==> config.mk <==
export PLATFORM = sky130hd
export DESIGN_NAME = serial_sub
export DESIGN_NICKNAME = d
export VERILOG_FILES = /design/src/rtl/serial_sub.sv
export SDC_FILE = /design/constraint.sdc
export NUM_CORES = 1
export LEC_CHECK = 0
export ABC_CLOCK_PERIOD_IN_PS = 2000
export CAP_MARGIN = 10
export CORE_UTILIZATION = 26
export DETAILED_ROUTE_END_ITERATION = 6
export PLACE_DENSITY_LB_ADDON = 0.05
export SLEW_MARGIN = 30
export SYNTH_ARGS = -nofsm -noshare
export SYNTH_HDL_FRONTEND = slang
export SYNTH_SLANG_ARGS = --single-unit
==> constraint.sdc <==
create_clock -name clk_i -period 2 [get_ports clk_i]
set_input_delay 0.3 -clock clk_i [delete_from_list [all_inputs] [get_ports clk_i]]
set_output_delay 0.3 -clock clk_i [all_outputs]
set_load 0.05 [all_outputs]
==> src/rtl/serial_sub.sv <==
// Bit-serial subtractor: D = A - B over WIDTH clocks, LSB first, with borrow
// held in a flop between cycles. Start is also accepted on the final bit so
// that a held start chains operations every WIDTH cycles.
module serial_sub #(
  parameter int WIDTH = 8
) (
  input  logic             clk_i,
  input  logic             rst_i,
  input  logic             start_i,
  input  logic [WIDTH-1:0] a_i,
  input  logic [WIDTH-1:0] b_i,
  output logic             busy_o,
  output logic             done_o,
  output logic [WIDTH-1:0] d_o,
  output logic             bout_o,
  output logic             ovf_o
);

  // state  | meaning
  // S_IDLE | waiting for start; outputs hold the last result
  // S_RUN  | one operand bit per cycle, result published on the last bit
  localparam logic [0:0] S_IDLE = 1'b0;
  localparam logic [0:0] S_RUN  = 1'b1;

  localparam int CW = ($clog2(WIDTH + 1) < 1) ? 1 : $clog2(WIDTH + 1);

  logic [0:0]       state_q, state_d;
  logic [WIDTH-1:0] a_q, a_d, b_q, b_d;
  logic [WIDTH-1:0] res_q, res_d;
  logic             a_msb_q, a_msb_d, b_msb_q, b_msb_d;
  logic             bor_q, bor_d;
  logic [CW-1:0]    cnt_q, cnt_d;
  logic [WIDTH-1:0] d_q, d_d;
  logic             bout_q, bout_d, ovf_q, ovf_d, done_q, done_d;

  logic             a_bit, b_bit, d_bit, bor_nxt, last, accept;
  logic [WIDTH-1:0] res_shift;

  always_comb begin
    state_d = state_q;
    a_d     = a_q;
    b_d     = b_q;
    res_d   = res_q;
    a_msb_d = a_msb_q;
    b_msb_d = b_msb_q;
    bor_d   = bor_q;
    cnt_d   = cnt_q;
    d_d     = d_q;
    bout_d  = bout_q;
    ovf_d   = ovf_q;
    done_d  = 1'b0;
    accept  = 1'b0;

    a_bit     = a_q[0];
    b_bit     = b_q[0];
    d_bit     = a_bit ^ b_bit ^ bor_q;
    bor_nxt   = (~a_bit & b_bit) | (~(a_bit ^ b_bit) & bor_q);
    // New difference bit enters at the MSB; after WIDTH shifts bit 0 sits at the LSB.
    res_shift = (res_q >> 1) | (WIDTH'(d_bit) << (WIDTH - 1));
    last      = (cnt_q == CW'(WIDTH - 1));

    case (state_q)
      S_IDLE: accept = start_i;
      S_RUN: begin
        a_d   = a_q >> 1;
        b_d   = b_q >> 1;
        res_d = res_shift;
        bor_d = bor_nxt;
        cnt_d = cnt_q + CW'(1);
        if (last) begin
          d_d     = res_shift;
          bout_d  = bor_nxt;
          ovf_d   = (a_msb_q != b_msb_q) && (res_shift[WIDTH-1] != a_msb_q);
          done_d  = 1'b1;
          state_d = S_IDLE;
          accept  = start_i;
        end
      end
      default: state_d = S_IDLE;
    endcase

    if (accept) begin
      a_d     = a_i;
      b_d     = b_i;
      a_msb_d = a_i[WIDTH-1];
      b_msb_d = b_i[WIDTH-1];
      res_d   = '0;
      bor_d   = 1'b0;
      cnt_d   = '0;
      state_d = S_RUN;
    end
  end

  always_ff @(posedge clk_i) begin
    if (rst_i) begin
      state_q <= S_IDLE;
      a_q     <= '0;
      b_q     <= '0;
      res_q   <= '0;
      a_msb_q <= 1'b0;
      b_msb_q <= 1'b0;
      bor_q   <= 1'b0;
      cnt_q   <= '0;
      d_q     <= '0;
      bout_q  <= 1'b0;
      ovf_q   <= 1'b0;
      done_q  <= 1'b0;
    end else begin
      state_q <= state_d;
      a_q     <= a_d;
      b_q     <= b_d;
      res_q   <= res_d;
      a_msb_q <= a_msb_d;
      b_msb_q <= b_msb_d;
      bor_q   <= bor_d;
      cnt_q   <= cnt_d;
      d_q     <= d_d;
      bout_q  <= bout_d;
      ovf_q   <= ovf_d;
      done_q  <= done_d;
    end
  end

  assign busy_o = (state_q == S_RUN);
  assign done_o = done_q;
  assign d_o    = d_q;
  assign bout_o = bout_q;
  assign ovf_o  = ovf_q;

endmodule

==> results.sh <==
export IMPL_outcome="finished, final reports clean"
export IMPL_post_route_period_util=0.8822
export IMPL_crit_fanout=2
export IMPL_fmax_mhz=566.8
export IMPL_synth_cells=202
export IMPL_power_share_sequential=0.503
export IMPL_clock_sinks=42
export IMPL_cts_buffers=5
export IMPL_drv_slew=0
export IMPL_cp_slowest_stage_delay_ns=0.81
export IMPL_crit_arrival_ns=1.46
export IMPL_rsz0062_at_grt="false"
export IMPL_drive_above_1_share=0.09957
export IMPL_fp_dieH_um=86.20
export IMPL_reg2reg_depth=3
export IMPL_slowest_stage="clkdlybuf4s50_1"
export IMPL_clkPwrFrac=0.375
export IMPL_drv_cap=0
export IMPL_cts_root_buf="clkbuf_8"
export IMPL_wl_per_cell_um=13.51
export IMPL_cts_tree="built"
export IMPL_dr_pass1_iters=4
export IMPL_coreArea_um2=6832
export IMPL_synth_warnings=0
export IMPL_final_cell_mix="dfxtp_1, clkdlybuf4s50_1, nor2_1"
export IMPL_finalPower_uw=1776
export IMPL_ant_nets=0
export IMPL_gr_total_overflow=0
export IMPL_clock_path_buffers=2
export IMPL_port_buffers=30
export IMPL_syn_area_per_cell_um2=9.124
export IMPL_place_area_um2=2230
export IMPL_relSlewSlack=0.6501
export IMPL_total_leakage_power_uw=0.0008196
export IMPL_htree_levels=2
export IMPL_min_delay_path_depth=2
export IMPL_drt_iter0_drc=46
export IMPL_nets=251
export IMPL_vias=1569
export IMPL_fin_worst_skew_ns=0.007425
export IMPL_hold_end="d_o[1]"
export IMPL_gr_usage_all_layers=0.1318
export IMPL_post_cts_setup_buffer_count=0
export IMPL_worst_pin_slew_ns=0.5216
export IMPL_synth_area_um2=1843
export IMPL_max_vdd_ir_drop_uv=289.3
export IMPL_grt_pass1_wl_um=7507
export IMPL_mostFrequentLayoutCell="dfxtp_1"
export IMPL_finalHoldViolations=0
export IMPL_synth_cell_types=33
export IMPL_drc=0
export IMPL_grt_pass1_vias=1530
export IMPL_combPwrFrac=0.121
export IMPL_clkLatencyLatePin_ns=0.29
export IMPL_timing_rr_end="a_q[4]"
export IMPL_holdCritStartpoint="d_o[1]"
export IMPL_cts_resized=0
export IMPL_crit_chain="clkdlybuf4s50_1"
export IMPL_crit_required_ns=1.70
export IMPL_antennaDiodeCount=0
export IMPL_initial_core_util=0.2698
export IMPL_endpoint_kind="primary output"
export IMPL_min_delay_path_class="flip-flop to flip-flop"
export IMPL_ys_ff_latch=42
export IMPL_synth_seq_area_share=0.4562
export IMPL_ios=31
export IMPL_crit_buf_inv=1
export IMPL_finalSetupTns_ns=0
export IMPL_antenna_found_initial=0
export IMPL_p_sw_uw=428.7
export IMPL_crit_type="flip-flop to primary output"
export IMPL_r2r_start="busy_o"
export IMPL_post_route_min_period_ns=1.764
export IMPL_setup_violations=0
export IMPL_die_area_um2=7430
export IMPL_synth_net_count=223
export IMPL_regToRegSetupSlack_ns=0.27
export IMPL_holdBufCountCts=0
export IMPL_dpl_hpwl_um=3082
export IMPL_areaGrowthSynthToFinish_pct=26.95
export IMPL_fin_area_um2=2340
export IMPL_num_rows=30
export IMPL_p_per_area_nw_per_um2=759.2
export IMPL_fin_util=0.3425
export IMPL_chipWidth_um=86.20
export IMPL_sw_frac_of_total=0.2413
export IMPL_critPathTopFamily="buffers and inverters"
export IMPL_grt_max_degree=29
export IMPL_drt_total_wl_um=4419
export IMPL_gp_congestion=0.7344
export IMPL_start_kind="flip-flop"
export IMPL_clk_pin_slew_ns=0.08
export IMPL_vias_per_cell=4.798
export IMPL_cellInternalPower_uw=1348
## power groups by stage
stage / clock (uW) / combinational [uW] / sequential [uW]
6_report: 666 / 216 / 894
3_3_place_gp: 0 / 214 / 913
2_1_floorplan: 0 / 140 / 909
3_5_place_dp: 0 / 216 / 914
4_1_cts: 691 / 217 / 894
5_1_grt: 726 / 238 / 899
## cells in the mapped netlist
cell | number | area share
a211oi_1 | 1 | 0.0041
buf_6 | 4 | 0.024
nand4b_2 | 1 | 0.0081
nor2b_1 | 1 | 0.0034
and4b_1 | 1 | 0.0054
and3b_1 | 1 | 0.0048
clkbuf_1 | 5 | 0.010
clkinv_1 | 1 | 0.0020
nand2_1 | 20 | 0.041
or2_1 | 1 | 0.0034
buf_4 | 5 | 0.020
ha_1 | 1 | 0.0068
nor3_1 | 12 | 0.033
xor2_1 | 2 | 0.0095
nand2b_1 | 1 | 0.0034
xnor2_1 | 1 | 0.0048
mux2i_1 | 8 | 0.043
nand4_1 | 1 | 0.0034
o21ba_2 | 1 | 0.0054
nand4b_1 | 1 | 0.0048
a221oi_1 | 1 | 0.0048
buf_8 | 1 | 0.0081
nand3_1 | 16 | 0.043
dfxtp_1 | 42 | 0.46
nor2_1 | 21 | 0.043
a311oi_1 | 13 | 0.062
o211ai_1 | 16 | 0.065
buf_2 | 6 | 0.016
inv_1 | 2 | 0.0041
a311oi_2 | 1 | 0.0081
a21oi_1 | 12 | 0.033
fa_1 | 1 | 0.011
a2111oi_0 | 1 | 0.0048
## routing by layer
metal,track usage,up-vias,share of wire
li1,-,786,-
met1,0.1687,749,0.51
met2,0.2085,30,0.45
met3,0.03143,4,0.033
met4,0.06364,0,0.012
met5,0,-,0
## through the flow
stage	cells	setup WS, ns	hold WS [ns]
2_1_floorplan	202	0.3702	0.4313
3_3_place_gp	319	0.3666	0.4447
3_5_place_dp	319	0.2940	0.4494
4_1_cts	327	0.2132	0.4615
5_1_grt	327	0.1276	0.4933
6_report	327	0.2356	0.4545
## worst max path at each step
stage                     startpoint        to  cells past startpoint
after floorplan               busy_o    a_q[4]                      5
after global placement       start_i  cnt_q[1]                      5
after detailed placement      busy_o    a_q[4]                      3
after CTS                     bout_o    bout_o                      1
after global routing          busy_o    a_q[6]                      3
final                         bout_o    bout_o                      1
## cell type report
cell class	instances	area [um2]
clock inverters	2	37.54
flip-flops and latches	42	840.8
inverters	3	11.26
repair buffers	42	412.9
well taps	96	120.1
fillers	752	4492
multi-input cells	136	844.6
clock buffers	6	72.57
## flip-flops by register name (all words and copies together) (netlist names)
register and count:
a_q 8, bor_q 1, ovf_o 1, bout_o 1
b_msb_q 1, cnt_q 4, b_q 8, d_o 8
res_q 7, a_msb_q 1, busy_o 1, done_o 1
## kinds of logic after synthesis
family                     synth area share
muxes                               0.04345
AOI/OAI and AO/OA                    0.1867
and+or+nand+nor                      0.1962
xor gates and xnor gates            0.01426
adders and majority gates           0.01765
DFF                                  0.4562
buffers and inverters               0.08554
Note: power is estimated with default switching activity, not from simulation.
